==> src/rtl/alu_seq_pkg.sv <==
// alu_seq_pkg: shared types for the ALU issue sequencer.
//   alu_op_e        - 4-bit request opcode
//   alu_seq_state_e - sequencer FSM states
//   alu_ctrl_t      - packed bundle of every ALU control line
// Build option: ALU_SEQ_DWORD_EN adds the high-half execute state.
package alu_seq_pkg;

    typedef enum logic [3:0] {
        OpAdd  = 4'd0,
        OpAdc  = 4'd1,
        OpSub  = 4'd2,
        OpSbc  = 4'd3,
        OpNeg  = 4'd4,
        OpAnd  = 4'd5,
        OpOr   = 4'd6,
        OpXor  = 4'd7,
        OpNot  = 4'd8,
        OpNand = 4'd9,
        OpNor  = 4'd10,
        OpShl  = 4'd11,
        OpShr  = 4'd12,
        OpAsr  = 4'd13,
        OpLui  = 4'd14,
        OpLli  = 4'd15
    } alu_op_e;

    // Highest opcode that may be chained over two halves.
    localparam alu_op_e LastDwordOp = OpSbc;
    // Highest opcode that updates the carry flag.
    localparam alu_op_e LastArithOp = OpNeg;

    typedef enum logic [1:0] {
        StIdle   = 2'd0,
        StExec   = 2'd1,
        StResp   = 2'd2
`ifdef ALU_SEQ_DWORD_EN
        ,
        StExecHi = 2'd3
`endif
    } alu_seq_state_e;

    typedef struct packed {
        logic cin;
        logic sub;
        logic zero_a;
        logic fa_out;
        logic and_op;
        logic or_op;
        logic xor_op;
        logic not_op;
        logic nand_op;
        logic nor_op;
        logic sign;
        logic sh_sign_in;
        logic sh1;
        logic sh2;
        logic sh4;
        logic sh8;
        logic sh_b;
        logic sh_l;
        logic sh_r;
        logic sh_out;
        logic lli;
    } alu_ctrl_t;

    function automatic logic is_arith(input alu_op_e op);
        return op <= LastArithOp;
    endfunction

    function automatic logic dword_capable(input alu_op_e op);
        return op <= LastDwordOp;
    endfunction

endpackage

==> src/rtl/alu_seq_if.sv <==
// alu_seq_if: request/response channel between the execute stage (master)
// and the ALU sequencer (slave), plus the architectural flags.
//   Req*  - valid/ready request: opcode, shift amount, dword, 32-bit operands
//   Rsp*  - valid/ready response: 32-bit data and illegal-request error
//   Flag* - architectural C/Z/N flags
interface alu_seq_if;
    logic        ReqValid;
    logic        ReqReady;
    logic [3:0]  ReqOp;
    logic [3:0]  ReqShAmt;
    logic        ReqDword;
    logic [31:0] ReqA;
    logic [31:0] ReqB;
    logic        RspValid;
    logic        RspReady;
    logic [31:0] RspData;
    logic        RspErr;
    logic        FlagC;
    logic        FlagZ;
    logic        FlagN;

    modport master (
        output ReqValid, ReqOp, ReqShAmt, ReqDword, ReqA, ReqB, RspReady,
        input  ReqReady, RspValid, RspData, RspErr, FlagC, FlagZ, FlagN
    );

    modport slave (
        input  ReqValid, ReqOp, ReqShAmt, ReqDword, ReqA, ReqB, RspReady,
        output ReqReady, RspValid, RspData, RspErr, FlagC, FlagZ, FlagN
    );
endinterface

==> src/rtl/alu_seq_decode.sv <==
// alu_seq_decode: combinational opcode decoder.
//   op, sh_amt - latched opcode and shift amount
//   flag_c     - architectural carry, feeds CIn for ADC/SBC
//   a_msb      - operand A sign bit, shifted in by ASR
//   ctrl       - ALU control lines
module alu_seq_decode
    import alu_seq_pkg::*;
(
    input  alu_op_e    op,
    input  logic [3:0] sh_amt,
    input  logic       flag_c,
    input  logic       a_msb,
    output alu_ctrl_t  ctrl
);

    always_comb begin
        ctrl = '0;
        unique case (op)
            OpAdd: begin
                ctrl.fa_out = 1'b1;
            end
            OpAdc: begin
                ctrl.fa_out = 1'b1;
                ctrl.cin    = flag_c;
            end
            OpSub: begin
                ctrl.fa_out = 1'b1;
                ctrl.sub    = 1'b1;
                ctrl.cin    = 1'b1;
            end
            OpSbc: begin
                ctrl.fa_out = 1'b1;
                ctrl.sub    = 1'b1;
                ctrl.cin    = flag_c;
            end
            OpNeg: begin
                ctrl.fa_out = 1'b1;
                ctrl.sub    = 1'b1;
                ctrl.zero_a = 1'b1;
                ctrl.cin    = 1'b1;
            end
            OpAnd:  ctrl.and_op  = 1'b1;
            OpOr:   ctrl.or_op   = 1'b1;
            OpXor:  ctrl.xor_op  = 1'b1;
            OpNot:  ctrl.not_op  = 1'b1;
            OpNand: ctrl.nand_op = 1'b1;
            OpNor:  ctrl.nor_op  = 1'b1;
            OpShl, OpShr, OpAsr: begin
                ctrl.sh_out     = 1'b1;
                ctrl.sh_l       = (op == OpShl);
                ctrl.sh_r       = (op != OpShl);
                ctrl.sh_sign_in = (op == OpAsr) & a_msb;
                ctrl.sh1        = sh_amt[0];
                ctrl.sh2        = sh_amt[1];
                ctrl.sh4        = sh_amt[2];
                ctrl.sh8        = sh_amt[3];
            end
            OpLui: begin
                // B shifted left by 8 through the shifter
                ctrl.sh_out = 1'b1;
                ctrl.sh_b   = 1'b1;
                ctrl.sh_l   = 1'b1;
                ctrl.sh8    = 1'b1;
            end
            OpLli: begin
                ctrl.sh_out = 1'b1;
                ctrl.lli    = 1'b1;
            end
        endcase
    end

endmodule

==> src/rtl/alu_sequencer.sv <==
// alu_sequencer: issue controller for the 16-bit ALU slice.
// Accepts one op over bus (alu_seq_if.slave), drives the ALU for one cycle
// (two for dword), captures the result and flags, and returns a response.
//   Clock, Reset        - clock; asynchronous active-high reset
//   bus                 - request/response channel and C/Z/N flags
//   A, B                - ALU operands (zero outside execute)
//   CIn .. LLI          - ALU control lines (zero outside execute)
//   ALUEnable           - high during execute cycles
//   ALUOut, COut, nZ, Sum - ALU result and flag outputs
// Build option: ALU_SEQ_DWORD_EN enables 32-bit chained arithmetic (ops 0-3).
module alu_sequencer
    import alu_seq_pkg::*;
#(
    parameter int unsigned W = 16
) (
    input  logic         Clock,
    input  logic         Reset,
    alu_seq_if.slave     bus,
    output logic [W-1:0] A,
    output logic [W-1:0] B,
    output logic         CIn,
    output logic         SUB,
    output logic         ZeroA,
    output logic         FAOut,
    output logic         AND,
    output logic         OR,
    output logic         XOR,
    output logic         NOT,
    output logic         NAND,
    output logic         NOR,
    output logic         Sign,
    output logic         ShSignIn,
    output logic         Sh1,
    output logic         Sh2,
    output logic         Sh4,
    output logic         Sh8,
    output logic         ShB,
    output logic         ShL,
    output logic         ShR,
    output logic         ShOut,
    output logic         LLI,
    output logic         ALUEnable,
    input  logic [W-1:0] ALUOut,
    input  logic         COut,
    input  logic         nZ,
    input  logic         Sum
);

`ifdef ALU_SEQ_DWORD_EN
    localparam int unsigned OpW = 2 * W;
`else
    localparam int unsigned OpW = W;
`endif

    alu_seq_state_e state_q, state_d;
    alu_op_e        op_q, op_d;
    logic [3:0]     sh_amt_q, sh_amt_d;
    logic [OpW-1:0] a_q, a_d, b_q, b_d;
    logic [OpW-1:0] rsp_data_q, rsp_data_d;
    logic           rsp_err_q, rsp_err_d;
    logic           flag_c_q, flag_c_d;
    logic           flag_z_q, flag_z_d;
    logic           flag_n_q, flag_n_d;
`ifdef ALU_SEQ_DWORD_EN
    logic           dword_q, dword_d;
    logic           cout_lo_q, cout_lo_d;
    logic           zero_lo_q, zero_lo_d;
`endif
    logic           illegal;
    logic           alu_en;
    alu_ctrl_t      dec_ctrl, ctrl;

    alu_seq_decode u_decode (
        .op     (op_q),
        .sh_amt (sh_amt_q),
        .flag_c (flag_c_q),
        .a_msb  (a_q[W-1]),
        .ctrl   (dec_ctrl)
    );

    always_comb begin
`ifdef ALU_SEQ_DWORD_EN
        illegal = bus.ReqDword && !dword_capable(alu_op_e'(bus.ReqOp));
`else
        illegal = bus.ReqDword;
`endif
    end

    always_comb begin
        state_d    = state_q;
        op_d       = op_q;
        sh_amt_d   = sh_amt_q;
        a_d        = a_q;
        b_d        = b_q;
        rsp_data_d = rsp_data_q;
        rsp_err_d  = rsp_err_q;
        flag_c_d   = flag_c_q;
        flag_z_d   = flag_z_q;
        flag_n_d   = flag_n_q;
`ifdef ALU_SEQ_DWORD_EN
        dword_d    = dword_q;
        cout_lo_d  = cout_lo_q;
        zero_lo_d  = zero_lo_q;
`endif
        alu_en     = 1'b0;
        ctrl       = '0;
        A          = '0;
        B          = '0;

        unique case (state_q)
            StIdle: begin
                if (bus.ReqValid) begin
                    if (illegal) begin
                        // Straight to response, ALU and flags untouched
                        rsp_err_d  = 1'b1;
                        rsp_data_d = '0;
                        state_d    = StResp;
                    end else begin
                        op_d      = alu_op_e'(bus.ReqOp);
                        sh_amt_d  = bus.ReqShAmt;
                        a_d       = bus.ReqA[OpW-1:0];
                        b_d       = bus.ReqB[OpW-1:0];
                        rsp_err_d = 1'b0;
`ifdef ALU_SEQ_DWORD_EN
                        dword_d   = bus.ReqDword;
`endif
                        state_d   = StExec;
                    end
                end
            end
            StExec: begin
                alu_en                = 1'b1;
                ctrl                  = dec_ctrl;
                A                     = a_q[W-1:0];
                B                     = b_q[W-1:0];
                rsp_data_d            = '0;
                rsp_data_d[W-1:0]     = ALUOut;
                if (is_arith(op_q)) begin
                    flag_c_d = COut;
                end
                flag_z_d = ~nZ;
                flag_n_d = Sum;
                state_d  = StResp;
`ifdef ALU_SEQ_DWORD_EN
                if (dword_q) begin
                    // Flags come from the combined result; only stash the low half here
                    flag_c_d  = flag_c_q;
                    flag_z_d  = flag_z_q;
                    flag_n_d  = flag_n_q;
                    cout_lo_d = COut;
                    zero_lo_d = ~nZ;
                    state_d   = StExecHi;
                end
`endif
            end
`ifdef ALU_SEQ_DWORD_EN
            StExecHi: begin
                alu_en                = 1'b1;
                ctrl                  = dec_ctrl;
                ctrl.cin              = cout_lo_q;
                A                     = a_q[OpW-1:W];
                B                     = b_q[OpW-1:W];
                rsp_data_d[OpW-1:W]   = ALUOut;
                flag_c_d              = COut;
                flag_z_d              = zero_lo_q & ~nZ;
                flag_n_d              = Sum;
                state_d               = StResp;
            end
`endif
            StResp: begin
                if (bus.RspReady) begin
                    state_d = StIdle;
                end
            end
            default: state_d = StIdle;
        endcase
    end

    always_ff @(posedge Clock or posedge Reset) begin
        if (Reset) begin
            state_q    <= StIdle;
            op_q       <= OpAdd;
            sh_amt_q   <= '0;
            a_q        <= '0;
            b_q        <= '0;
            rsp_data_q <= '0;
            rsp_err_q  <= 1'b0;
            flag_c_q   <= 1'b0;
            flag_z_q   <= 1'b0;
            flag_n_q   <= 1'b0;
`ifdef ALU_SEQ_DWORD_EN
            dword_q    <= 1'b0;
            cout_lo_q  <= 1'b0;
            zero_lo_q  <= 1'b0;
`endif
        end else begin
            state_q    <= state_d;
            op_q       <= op_d;
            sh_amt_q   <= sh_amt_d;
            a_q        <= a_d;
            b_q        <= b_d;
            rsp_data_q <= rsp_data_d;
            rsp_err_q  <= rsp_err_d;
            flag_c_q   <= flag_c_d;
            flag_z_q   <= flag_z_d;
            flag_n_q   <= flag_n_d;
`ifdef ALU_SEQ_DWORD_EN
            dword_q    <= dword_d;
            cout_lo_q  <= cout_lo_d;
            zero_lo_q  <= zero_lo_d;
`endif
        end
    end

    assign bus.ReqReady = (state_q == StIdle);
    assign bus.RspValid = (state_q == StResp);
    assign bus.RspErr   = rsp_err_q;
    assign bus.FlagC    = flag_c_q;
    assign bus.FlagZ    = flag_z_q;
    assign bus.FlagN    = flag_n_q;
`ifdef ALU_SEQ_DWORD_EN
    assign bus.RspData  = rsp_data_q;
`else
    assign bus.RspData  = {{W{1'b0}}, rsp_data_q};
`endif

    assign ALUEnable = alu_en;
    assign CIn       = ctrl.cin;
    assign SUB       = ctrl.sub;
    assign ZeroA     = ctrl.zero_a;
    assign FAOut     = ctrl.fa_out;
    assign AND       = ctrl.and_op;
    assign OR        = ctrl.or_op;
    assign XOR       = ctrl.xor_op;
    assign NOT       = ctrl.not_op;
    assign NAND      = ctrl.nand_op;
    assign NOR       = ctrl.nor_op;
    assign Sign      = ctrl.sign;
    assign ShSignIn  = ctrl.sh_sign_in;
    assign Sh1       = ctrl.sh1;
    assign Sh2       = ctrl.sh2;
    assign Sh4       = ctrl.sh4;
    assign Sh8       = ctrl.sh8;
    assign ShB       = ctrl.sh_b;
    assign ShL       = ctrl.sh_l;
    assign ShR       = ctrl.sh_r;
    assign ShOut     = ctrl.sh_out;
    assign LLI       = ctrl.lli;

endmodule

==> src/flat_wrapper.sv <==
// flat-port wrapper written by rule: the top's interface ports become plain ports
module alu_sequencer_flat import alu_seq_pkg::*;
#(
    parameter int unsigned W = 16
)
  (Clock, Reset, A, B, CIn, SUB, ZeroA, FAOut, AND, OR, XOR, NOT, NAND, NOR, Sign, ShSignIn, Sh1, Sh2, Sh4, Sh8, ShB, ShL, ShR, ShOut, LLI, ALUEnable, ALUOut, COut, nZ, Sum, bus_ReqValid, bus_ReqOp, bus_ReqShAmt, bus_ReqDword, bus_ReqA, bus_ReqB, bus_RspReady, bus_ReqReady, bus_RspValid, bus_RspData, bus_RspErr, bus_FlagC, bus_FlagZ, bus_FlagN);
  alu_seq_if bus_i ();
  input  logic Clock;
  input  logic Reset;
  output logic [W-1:0] A;
  output logic [W-1:0] B;
  output logic CIn;
  output logic SUB;
  output logic ZeroA;
  output logic FAOut;
  output logic AND;
  output logic OR;
  output logic XOR;
  output logic NOT;
  output logic NAND;
  output logic NOR;
  output logic Sign;
  output logic ShSignIn;
  output logic Sh1;
  output logic Sh2;
  output logic Sh4;
  output logic Sh8;
  output logic ShB;
  output logic ShL;
  output logic ShR;
  output logic ShOut;
  output logic LLI;
  output logic ALUEnable;
  input  logic [W-1:0] ALUOut;
  input  logic COut;
  input  logic nZ;
  input  logic Sum;
  input wire logic [$bits(bus_i.ReqValid)-1:0] bus_ReqValid;
  input wire logic [$bits(bus_i.ReqOp)-1:0] bus_ReqOp;
  input wire logic [$bits(bus_i.ReqShAmt)-1:0] bus_ReqShAmt;
  input wire logic [$bits(bus_i.ReqDword)-1:0] bus_ReqDword;
  input wire logic [$bits(bus_i.ReqA)-1:0] bus_ReqA;
  input wire logic [$bits(bus_i.ReqB)-1:0] bus_ReqB;
  input wire logic [$bits(bus_i.RspReady)-1:0] bus_RspReady;
  output wire logic [$bits(bus_i.ReqReady)-1:0] bus_ReqReady;
  output wire logic [$bits(bus_i.RspValid)-1:0] bus_RspValid;
  output wire logic [$bits(bus_i.RspData)-1:0] bus_RspData;
  output wire logic [$bits(bus_i.RspErr)-1:0] bus_RspErr;
  output wire logic [$bits(bus_i.FlagC)-1:0] bus_FlagC;
  output wire logic [$bits(bus_i.FlagZ)-1:0] bus_FlagZ;
  output wire logic [$bits(bus_i.FlagN)-1:0] bus_FlagN;
  assign bus_i.ReqValid = bus_ReqValid;
  assign bus_i.ReqOp = bus_ReqOp;
  assign bus_i.ReqShAmt = bus_ReqShAmt;
  assign bus_i.ReqDword = bus_ReqDword;
  assign bus_i.ReqA = bus_ReqA;
  assign bus_i.ReqB = bus_ReqB;
  assign bus_i.RspReady = bus_RspReady;
  assign bus_ReqReady = bus_i.ReqReady;
  assign bus_RspValid = bus_i.RspValid;
  assign bus_RspData = bus_i.RspData;
  assign bus_RspErr = bus_i.RspErr;
  assign bus_FlagC = bus_i.FlagC;
  assign bus_FlagZ = bus_i.FlagZ;
  assign bus_FlagN = bus_i.FlagN;
  alu_sequencer #(.W(W)) u_core (.Clock(Clock), .Reset(Reset), .bus(bus_i), .A(A), .B(B), .CIn(CIn), .SUB(SUB), .ZeroA(ZeroA), .FAOut(FAOut), .AND(AND), .OR(OR), .XOR(XOR), .NOT(NOT), .NAND(NAND), .NOR(NOR), .Sign(Sign), .ShSignIn(ShSignIn), .Sh1(Sh1), .Sh2(Sh2), .Sh4(Sh4), .Sh8(Sh8), .ShB(ShB), .ShL(ShL), .ShR(ShR), .ShOut(ShOut), .LLI(LLI), .ALUEnable(ALUEnable), .ALUOut(ALUOut), .COut(COut), .nZ(nZ), .Sum(Sum));
endmodule
==> config.mk <==
export PLATFORM = sky130hd
export DESIGN_NAME = alu_sequencer_flat
export DESIGN_NICKNAME = d
export VERILOG_FILES = /design/src/rtl/alu_seq_pkg.sv /design/src/rtl/alu_seq_if.sv /design/src/rtl/alu_seq_decode.sv /design/src/rtl/alu_sequencer.sv /design/src/flat_wrapper.sv
export SDC_FILE = /design/constraint.sdc
export NUM_CORES = 1
export LEC_CHECK = 0
export BUFFER_PORTS_ARGS = -buffer_cell sky130_fd_sc_hd__buf_2
export CORE_UTILIZATION = 41
export DETAILED_ROUTE_END_ITERATION = 10
export PLACE_DENSITY = 0.77
export SYNTH_ARGS = -nofsm -noshare
export SYNTH_HDL_FRONTEND = slang
export SYNTH_HIERARCHICAL = 1
export SYNTH_SLANG_ARGS = --single-unit
==> constraint.sdc <==
create_clock -name Clock -period 2.2 [get_ports Clock]
set_input_delay 0.11 -clock Clock [delete_from_list [all_inputs] [get_ports Clock]]
set_output_delay 0.11 -clock Clock [all_outputs]
set_load 0.1 [all_outputs]
## Yosys cells after proc, flatten, opt, wreduce, memory -nomap -nowiden

Cells that the tools add are included.

| storage, ports and cells | value |
|---|---|
| bits in read-only memories | 0 |
| register bits | 62 |
| bits in latches | 0 |
| output and inout port bits | 92 |
| logic and storage cells | 78 |
| RAM bits | 0 |
| memories | 0 |

| cells by class | value |
|---|---|
| reduce and logical (&&, ||, !) cells | 14 |
| bitwise operators | 3 |
| $add $sub $neg | 0 |
| shift-type cells | 0 |
| div/mod/pow operators | 0 |
| order comparisons | 1 |
| equality and inequality tests | 21 |
| multiply operators | 0 |
| muxes and demuxes | 29 |

Operator list:

| operator | number |
|---|---|
| two-way mux 16 bit | 4 |
| == test 4 bit (second input constant) | 8 |
| case mux 16 bit (2 select lines) | 1 |
| two-way mux 21 bit | 1 |
| == test 4 x 3 -> 1 bit (second input constant) | 4 |
| two-way mux 1 bit | 15 |
| OR reduction 5 bit | 2 |
| == test 4 x 2 -> 1 bit (second input constant) | 2 |
| two-way mux 2 bit | 3 |
| inequality test 2 bit (second input constant) | 3 |
| case mux 1 bit (2 select lines) | 3 |
| case mux 2 bit (3 select lines) | 1 |
| AND reduction 2 bit | 3 |
| AND reduction 3 bit | 2 |
| OR reduction 3 bit | 2 |
| == test 4 x 1 -> 1 bit (second input constant) | 1 |
| less-or-equal comparator 4 x 3 -> 1 bit (second input constant) | 1 |
| zero test 4 bit | 1 |
| two-way mux 4 bit | 1 |
| inequality test 4 bit (second input constant) | 1 |
| OR reduction 2 bit | 2 |
| == test 2 x 1 -> 1 bit (second input constant) | 1 |
| == test 2 bit (second input constant) | 1 |
| zero test 2 bit | 1 |
| other kinds (3) | 4 |

## Logic depth before layout (Yosys ltp)

Gate-level depths: netlist of run 1.

| logic depth | value |
|---|---|
| word-level depth | 4 |
| gate-level depth with buffers | 5 |

## Modules after synthesis

Netlist of run 1, hierarchy kept.

By module, submodules not included:

| module | seq. area each (µm²) | cells each | instances | area each (µm²) |
|---|---|---|---|---|
| alu_sequencer | 1,551.5 | 221 | 1 | 2,806.4 |
| alu_seq_decode | 0.0 | 47 | 1 | 242.7 |

## Worst setup path before layout of run 1

No wires, ideal clock.

| timing path | value |
|---|---|
| kind | flip-flop to output port |
| start point | register u_core.state_q[1] |
| end point | output AND |
| data required time | 2.090 ns |
| path buffers | 1 |
| cell stages (with the launch flop) | 5 |
| arrival time | 2.600 ns |
| slack | -0.510 ns |
| cells stage by stage | dfrtp_1 > nand2b_1 > inv_2 > clkbuf_1 > and2_1 |

| on the way | value |
|---|---|
| word-level cells in the longest chain between the ends | 2 |

Ends and longest elaborated chain:

| what | line | RTL |
|---|---|---|
| start: declaration | alu_sequencer.sv:55 | `alu_seq_state_e state_q, state_d;` |
| start signal: assignment | alu_sequencer.sv:181 | `state_q <= StIdle;` |
| start signal: assignment | alu_sequencer.sv:197 | `state_q <= state_d;` |
| == test 2 x 1 -> 1 bit | alu_sequencer.sv:110 | `unique case (state_q)` |
| two-way mux 21 bit | alu_sequencer.sv:110 |  |
| end: declaration | flat_wrapper.sv:16 | `output logic AND;` |

Every way passes these cells.

==> results.json, run 1 <==
{
  "status": "complete, no violations",
  "clock_skew_ns": 0.008418,
  "finalCriticalPeriod_ns": 1.958,
  "hold_viol": 0,
  "core_area_um2": 7214,
  "path_clk_slew_ns": 0.07,
  "vdd_drop_max_mv": 0.5861,
  "path_class": "register to output port",
  "routabilityCongestion": 0.7781,
  "hold_path_end": "u_core/rsp_data_q[15]",
  "grt_antenna_before_repair": 0,
  "synth_top_area_share_pct": 50.88,
  "grt_pass1_wl_um": 12500,
  "fin_util_pct": 70.83,
  "slew_headroom_pct": 35.85,
  "postSynthCellCount": 268,
  "io_buffers": 138,
  "endpoint_kind": "output port",
  "drive_gt1_share_pct": 47.73,
  "p_leak_nw": 2.396,
  "grt-ovfl-total": 0,
  "cellPowerDensity_nw_per_um2": 1093,
  "min-delay-start": "ALUOut[15]",
  "ff2ff_setup_slack_ns": 0.59,
  "rr_endpoint": "u_core/b_q[12]",
  "clock_sink_count": 62,
  "wl_um": 8131,
  "first_global_vias": 2632,
  "crit_fanout": 16,
  "viasPerCell": 4.722,
  "antennaDiodeCount": 0,
  "grt_usage_pct": 21.34,
  "power_mw": 5.587,
  "syn_to_final_growth_pct": 67.58,
  "tritoncts": "yes",
  "wire_per_inst_um": 15.09,
  "finalSetupViolations": 0,
  "hold_class": "input pin to register",
  "p_sw_share_pct": 47.16,
  "cts_htree_levels": 3,
  "die_x_um": 88.24,
  "fill_cells": 495,
  "worst_pin_slew_ns": 0.9689,
  "synth.distinct_cells": 28,
  "cts_root_buf": "clkbuf_8",
  "numCtsBuffers": 9,
  "fmax_ghz": 0.5108,
  "nNetsFinal": 531,
  "arrival_ns": 1.85,
  "dieArea_um2": 7786,
  "grt_max_degree": 53,
  "vias": 2545,
  "die_h_um": 88.24,
  "ioPinCount": 188,
  "crit_path_start_kind": "register",
  "drc": 0,
  "drt-initial-drc-count": 118,
  "p_seq_share_pct": 32.0,
  "p_switching_mw": 2.635,
  "clockPowerShare_pct": 19.8,
  "netlist_top_cells_area": "dfrtp_1 (51%), mux2_2 (15%), and2_1 (11%), a22o_1 (4.6%), buf_4 (4.2%)",
  "cts_setup_buffers": 0,
  "layout_commonest_cell": "buf_2",
  "worstRegToRegCells": 3,
  "rows": 31,
  "dp_hpwl_um": 5321,
  "slew_violations": 0,
  "ant_nets": 0,
  "yosysSeqAreaShare_pct": 50.88,
  "reg2reg_from": "u_core/state_q[1]",
  "min_path_cells": 2,
  "period_share_pct": 88.98,
  "start_util_pct": 42.26,
  "rsz0062_at_grt": "false",
  "dr.pass1.iters": 4,
  "yosysWarnings": 6,
  "worst_ep_required_time_ns": 2.09,
  "p_int_mw": 2.952,
  "synth.avg_cell_area_um2": 11.38,
  "combinationalPowerShare_pct": 48.3,
  "mostFrequentLayoutCells": "buf_2 (85), dfrtp_1 (62), buf_12 (56)",
  "ys_ff_latch": 62,
  "drv_cap": 0,
  "synthesis.area_um2": 3049,
  "yosys.area.top_type": "dfrtp_1",
  "clk_latency_ns": 0.33,
  "clock_path_buffers": 2
}
## synthesized netlist by cell type
cell / n
a21boi_0: 1
a21oi_1: 5
a22o_1: 16
a311oi_1: 1
and2_1: 56
and3b_1: 1
buf_2: 6
buf_4: 17
buf_6: 4
clkbuf_1: 6
conb_1: 2
dfrtp_1: 62
inv_1: 5
inv_2: 1
mux2_1: 2
mux2_2: 40
nand2_1: 10
nand2b_1: 6
nand3_1: 1
nor2_1: 12
nor3_1: 5
nor3b_1: 1
nor4b_4: 1
o21a_1: 2
o21ai_0: 2
o21bai_1: 1
or2_1: 1
xor2_1: 1
## worst max path at each step
| stage | start | to | slack, ns |
|---|---|---|---|
| finish | u_core/op_q[1] | Sh4 | 0.24 |
| global placement | u_core/op_q[1] | Sh1 | 0.62 |
| floorplan | u_core/state_q[1] | AND | -0.02 |
| CTS | u_core/op_q[1] | Sh1 | 0.21 |
| detailed placement | u_core/op_q[1] | Sh4 | 0.59 |
| global route | u_core/op_q[1] | Sh4 | 0.07 |
## worst max-delay path: stages, from the launching register on
cell,delay [ns]
dfrtp_1,0.62
and3b_1,0.24
o21bai_1,0.17
and2_1,0.16
and2_1,0.16
buf_12,0.17
## metal layers
metal	GRT usage, %	part of all wire [%]
met5	0	0
met2	36.85	52
met3	7.463	8.2
met4	9.091	1.8
met1	23.95	38
## power groups by stage
stage               clock network [mW]  registers (mW)  logic [mW]
floorplan                            0            2.46        1.36
global placement                     0            1.76        2.60
detailed placement                   0            1.80        2.65
CTS                               1.13            1.78        2.69
global route                      1.16            1.85        2.81
finish                            1.10            1.79        2.70
## final cells by class
type	instances	area (um2)	share of cell area (%)
multi-input combinational	182	1318	25.78
inverter	6	22.52	0.4407
sequential	62	1551	30.36
timing repair buffer	174	1872	36.63
clock buffer	9	123.9	2.424
tap	99	123.9	2.424
clock inverter	7	98.84	1.934
## through the flow
| step | std cells | area, um2 | setup WS (ns) | hold slack [ns] | setup TNS, ns |
|---|---|---|---|---|---|
| 2_1_floorplan | 283 | 3118 | -0.01864 | 0.2154 | -0.01864 |
| 6_report | 539 | 5110 | 0.2424 | 0.01549 | 0 |
| 4_1_cts | 539 | 5110 | 0.2128 | 0.0002481 | 0 |
| 3_3_place_gp | 492 | 4577 | 0.6155 | 0.2264 | 0 |
| 5_1_grt | 539 | 5110 | 0.07006 | 0.007806 | 0 |
| 3_5_place_dp | 492 | 4577 | 0.5864 | 0.2276 | 0 |
## logic make-up (layout without fill, tap and decap cells)
logic type / count (synthesis) / after routing / synth area share (%)
compound gates: 28 / 28 / 7.017
xor+xnor: 1 / 1 / 0.2873
buf+inv: 39 / 196 / 8.124
flops: 62 / 62 / 50.88
mux: 42 / 42 / 15.51
other cells: 2 / 17 / 0.2463
simple gates: 94 / 94 / 17.93
## flip-flops by register name, indices dropped and copies added, names as in the netlist
name	count
u_core/rsp_data_q	16
u_core/bus.RspErr	1
u_core/op_q	4
u_core/b_q	16
u_core/bus.FlagC	1
u_core/bus.FlagN	1
u_core/a_q	16
u_core/sh_amt_q	4
u_core/state_q	2
u_core/bus.FlagZ	1
## what timing repair did
item / 4_1_cts / 5_1_grt
endpoints found under the hold margin: 58 / 0
gates resized for setup: 0 / 0
hold buffers: 31 / 0
Power figures use the tool's default switching activity.
==> run 2: changes to the inputs <==
Settings changed: CELL_PAD_IN_SITES_DETAIL_PLACEMENT set to 0, CELL_PAD_IN_SITES_GLOBAL_PLACEMENT set to 1, CORE_UTILIZATION 41 to 31, PLACE_DENSITY 0.77 to unset, PLACE_DENSITY_LB_ADDON set to 0.1.
==> run 2 against run 1 <==
Largest cell class unchanged; die area increased by 31%; critical path depth is the same; cell area rose by 5.2%.
==> results.json, run 2 (synthesis results as in run 1) <==
{
  "status": "complete, no violations",
  "start_util_pct": 32.54,
  "critPathMaxStageDelay_ns": 0.45,
  "path_clk_slew_ns": 0.07,
  "antennaDiodeCount": 0,
  "routabilityCongestion": 0.7088,
  "core_area_um2": 9371,
  "hold_class": "input pin to register",
  "cts_htree_levels": 3,
  "finalCriticalPeriod_ns": 1.994,
  "cts_root_buf": "clkbuf_8",
  "worst_slack_ns": 0.2060,
  "cellPowerDensity_nw_per_um2": 992.4,
  "ff2ff_setup_slack_ns": 0.62,
  "numCtsBuffers": 9,
  "fmax_ghz": 0.5015,
  "slew_headroom_pct": 36.48,
  "first_global_vias": 2667,
  "crit_slowest_cell": "dfrtp_1",
  "worstRegToRegCells": 3,
  "layout_commonest_cell": "buf_2",
  "drt-initial-drc-count": 44,
  "cts_setup_buffers": 0,
  "rows": 35,
  "cts_resized": 0,
  "drive_gt1_share_pct": 44.68,
  "dp_slack_ns": 0.5379,
  "crit_fanout": 16,
  "fill_cells": 825,
  "grt_max_degree": 42,
  "endpoint_kind": "output port",
  "period_share_pct": 90.64,
  "p_leak_nw": 2.495,
  "path_class": "register to output port",
  "drc": 0,
  "dr.pass1.iters": 4,
  "crit_path_start_kind": "register",
  "vdd_drop_max_mv": 0.3782,
  "grt-ovfl-total": 0,
  "drv_cap": 0,
  "io_buffers": 138,
  "syn_to_final_growth_pct": 76.28,
  "largestRegisters": "u_core/a_q (16), u_core/b_q (16), u_core/rsp_data_q (16)",
  "wl_um": 7740,
  "whs_ns": 0.02587,
  "placed_cell_area_um2": 4617,
  "grt_antenna_before_repair": 0,
  "slew_violations": 0,
  "fin_area_um2": 5375,
  "instances_no_fill": 599,
  "die_h_um": 101.2,
  "worst_pin_slew_ns": 0.9594,
  "register_area_um2": 1551,
  "die_x_um": 101.2,
  "grt_pass1_wl_um": 12790,
  "multiInputGateArea_um2": 1318,
  "finalSetupViolations": 0,
  "clock_skew_ns": 0.006153,
  "arrival_ns": 1.88,
  "hold_viol": 0,
  "wire_per_inst_um": 12.92,
  "dp_hpwl_um": 5293,
  "crit_start": "u_core/state_q[1]",
  "viasPerCell": 4.309,
  "clock_sink_count": 62,
  "worst_ep_required_time_ns": 2.09,
  "reg2reg_from": "u_core/state_q[1]",
  "vias": 2581,
  "placedCellCount": 524,
  "grt_usage_pct": 16.32,
  "crit_path_end": "ShSignIn",
  "tritoncts": "yes",
  "rsz0062_at_grt": "false",
  "clk_latency_ns": 0.33,
  "dieArea_um2": 10240,
  "ant_nets": 0,
  "mostFrequentLayoutCells": "buf_2 (85), dfrtp_1 (62), dlygate4sd3_1 (59)",
  "ioPinCount": 188,
  "clock_path_buffers": 2,
  "nNetsFinal": 561,
  "crit_chain": "nand2b_1, inv_2, buf_4, and2_1, buf_12",
  "rr_endpoint": "u_core/b_q[1]"
}
[run 2: how the worst min path moves through the flow]
stage                 start          endpoint  slack, ns  cells past startpoint
3_3_place_gp          Reset     u_core/b_q[1]       0.11                      2
4_1_cts        bus_ReqA[14]    u_core/a_q[14]     0.0005                      2
2_1_floorplan           Sum  u_core/bus.FlagN       0.22                      2
6_report       bus_ReqA[14]    u_core/a_q[14]       0.03                      2
3_5_place_dp          Reset     u_core/b_q[1]       0.10                      2
5_1_grt        bus_ReqA[14]    u_core/a_q[14]      0.004                      2
[run 2: per-stage QoR]
step	power (mW)	util, %	TNS, ns
2_1_floorplan	3.820	-	-0.01864
3_3_place_gp	4.389	49.27	0
3_5_place_dp	4.427	49.27	0
4_1_cts	5.405	57.36	0
5_1_grt	5.626	57.36	0
6_report	5.334	57.36	0
[run 2: report_power, final]
group / total, mW / internal [mW] / switching [mW]
Combinational: 2.71 / 0.835 / 1.87
Sequential: 1.76 / 1.51 / 0.257
Clock: 0.864 / 0.434 / 0.430
[run 2: cell type report]
class	instances	share of cell area, %
repair buffers	204	40.08
flip-flops and latches	62	28.86
multi-input cells	182	24.51
well taps	129	3.003
clock buffers	12	2.700
clock inverters	4	0.4190
inverters	6	0.4190
[run 2: routing by layer]
layer	track usage, %	vias to the layer above	part of all wire, %
li1	-	1250	-
met1	18.97	1232	41
met2	27.11	89	49
met3	6.832	10	8.2
met4	5.686	0	1.2
met5	0	-	0
[run 2: critical path: cells and delay by family (launching register included)]
| kind | cells | cell delay, ns |
|---|---|---|
| buf+inv | 3 | 0.64 |
| flops | 1 | 0.45 |
| simple gates | 2 | 0.45 |
[run 2: what timing repair did]
action | in CTS | in global routing
setup endpoints to repair | 0 | 0
hold buffers | 59 | 0
endpoints found under the hold margin | 73 | 0
==> run 3: changes to the inputs <==
Settings changed: PLACE_DENSITY set to 0.9, PLACE_DENSITY_LB_ADDON 0.1 to unset.
==> run 3 against run 2 <==
Critical path depth unchanged; count of clock-buffer cells in the layout decreased by 2; clock power rose by 25%; sequential share of layout area is 0.40 points higher; largest power group unchanged.
==> results.json, run 3 (synthesis results as in run 1) <==
{
  "status": "complete, no violations",
  "viasPerCell": 4.295,
  "routabilityCongestion": 0.7610,
  "whs_ns": 0.01515,
  "crit_fanout": 41,
  "worst_pin_slew_ns": 0.9594,
  "die_h_um": 101.2,
  "crit_slowest_cell": "dfrtp_1",
  "mostFrequentLayoutCells": "buf_2 (85), dfrtp_1 (62), buf_12 (55)",
  "drc": 0,
  "grt_usage_pct": 16.38,
  "io_buffers": 138,
  "slew_violations": 0,
  "crit_path_start_kind": "register",
  "first_global_vias": 2667,
  "cts_root_buf": "clkbuf_8",
  "slew_headroom_pct": 36.48,
  "grt_antenna_before_repair": 0,
  "fmax_ghz": 0.5004,
  "syn_to_final_growth_pct": 73.86,
  "start_util_pct": 32.54,
  "clock_skew_ns": 0.01179,
  "dieArea_um2": 10240,
  "vias": 2521,
  "endpoint_kind": "output port",
  "dp_hpwl_um": 5407,
  "grt-ovfl-total": 0,
  "grt_max_degree": 42,
  "hold_class": "input pin to register",
  "nNetsFinal": 548,
  "die_x_um": 101.2,
  "hold_viol": 0,
  "clock_path_buffers": 2,
  "drt-initial-drc-count": 85,
  "cellPowerDensity_nw_per_um2": 1047,
  "arrival_ns": 1.89,
  "tritoncts": "yes",
  "wire_per_inst_um": 13.65,
  "critPathMaxStageDelay_ns": 0.45,
  "fin_area_um2": 5301,
  "rows": 35,
  "rsz0062_at_grt": "false",
  "grt_pass1_wl_um": 12850,
  "vdd_drop_max_mv": 0.6251,
  "finalSetupViolations": 0,
  "drive_gt1_share_pct": 45.51,
  "path_class": "register to output port",
  "placed_cell_area_um2": 4594,
  "layout_commonest_cell": "buf_2",
  "dr.pass1.iters": 4,
  "numCtsBuffers": 9,
  "period_share_pct": 90.84,
  "finalCriticalPeriod_ns": 1.999,
  "clock_sink_count": 62,
  "worst_ep_required_time_ns": 2.09,
  "core_area_um2": 9371,
  "wl_um": 8010,
  "clk_latency_ns": 0.33,
  "crit_chain": "nand2b_1, inv_2, buf_4, and2_1, buf_12",
  "cts_htree_levels": 3,
  "drv_cap": 0,
  "largestRegisters": "u_core/a_q (16), u_core/b_q (16), u_core/rsp_data_q (16)",
  "ant_nets": 0,
  "ioPinCount": 188,
  "path_clk_slew_ns": 0.07,
  "p_leak_nw": 2.460
}
==> run 3: cell count changes in the layout (fill, tap and decap cells not counted) <==
cell / delta
buf_4: -3
bufinv_16: +2
clkbuf_1: -1
clkbuf_8: -1
clkinv_2: -1
clkinv_4: +1
diode_2: +1
dlygate4sd3_1: -10
==> run 3: per-layer routing <==
layer	track usage (%)	routed length [um]	part of all wire (%)	vias to the layer above
li1	-	-	-	1225
met1	17.86	3068	38	1171
met2	28.47	4201	52	101
met3	5.245	511	6.4	24
met4	8.696	227	2.8	0
met5	0	0	0	-
==> run 3: final timing paths <==
kind | startpoint | endpoint | slack [ns] | depth (start not counted)
worst max-delay path | u_core/state_q[1] | A[12] | 0.20 | 5
worst min-delay path | bus_ReqB[13] | u_core/b_q[13] | 0.02 | 2
worst max register to register | u_core/state_q[1] | u_core/a_q[15] | 0.61 | 3
worst min register to register | u_core/bus.FlagN | u_core/bus.FlagN | 0.48 | 2
max in group asynchronous | Reset | u_core/rsp_data_q[7] | 1.16 | 4
min in group asynchronous | Reset | u_core/b_q[9] | 0.43 | 3
==> run 3: what timing repair did <==
item	CTS	global route
endpoints found under the setup margin	0	0
hold endpoints to repair	77	0
buffers inserted	0	0
gates resized for setup	0	0
hold buffers	49	0
==> run 3: through the flow <==
| stage | cells | setup slack, ns | setup TNS, ns | util, % | total power, mW |
|---|---|---|---|---|---|
| 5_1_grt | 586 | 0.01883 | 0 | 56.54 | 5.818 |
| 3_5_place_dp | 521 | 0.5207 | 0 | 49.03 | 4.423 |
| 6_report | 587 | 0.2015 | 0 | 56.57 | 5.551 |
| 4_1_cts | 586 | 0.1396 | 0 | 56.54 | 5.593 |
| 3_3_place_gp | 521 | 0.5657 | 0 | 49.03 | 4.355 |
| 2_1_floorplan | 283 | -0.01864 | -0.01864 | - | 3.820 |
==> run 3: final cells by class <==
| type | count | area [um2] |
|---|---|---|
| inverters | 6 | 22.52 |
| well taps | 129 | 161.4 |
| flip-flops and latches | 62 | 1551 |
| repair buffers | 191 | 2032 |
| fillers | 810 | 4070 |
| clock buffers | 10 | 127.6 |
| clock inverters | 6 | 86.33 |
| diodes | 1 | 2.502 |
| multi-input cells | 182 | 1318 |
==> run 3: power breakdown <==
part	internal (mW)	switching, mW	total (mW)
clock network	0.636	0.448	1.08
logic	0.817	1.88	2.70
registers	1.51	0.263	1.77
==> run 3: critical path: cells and delay by family (launching register included) <==
kind | cells | cell delay (ns)
flops | 1 | 0.45
buf+inv | 3 | 0.59
simple gates | 2 | 0.51
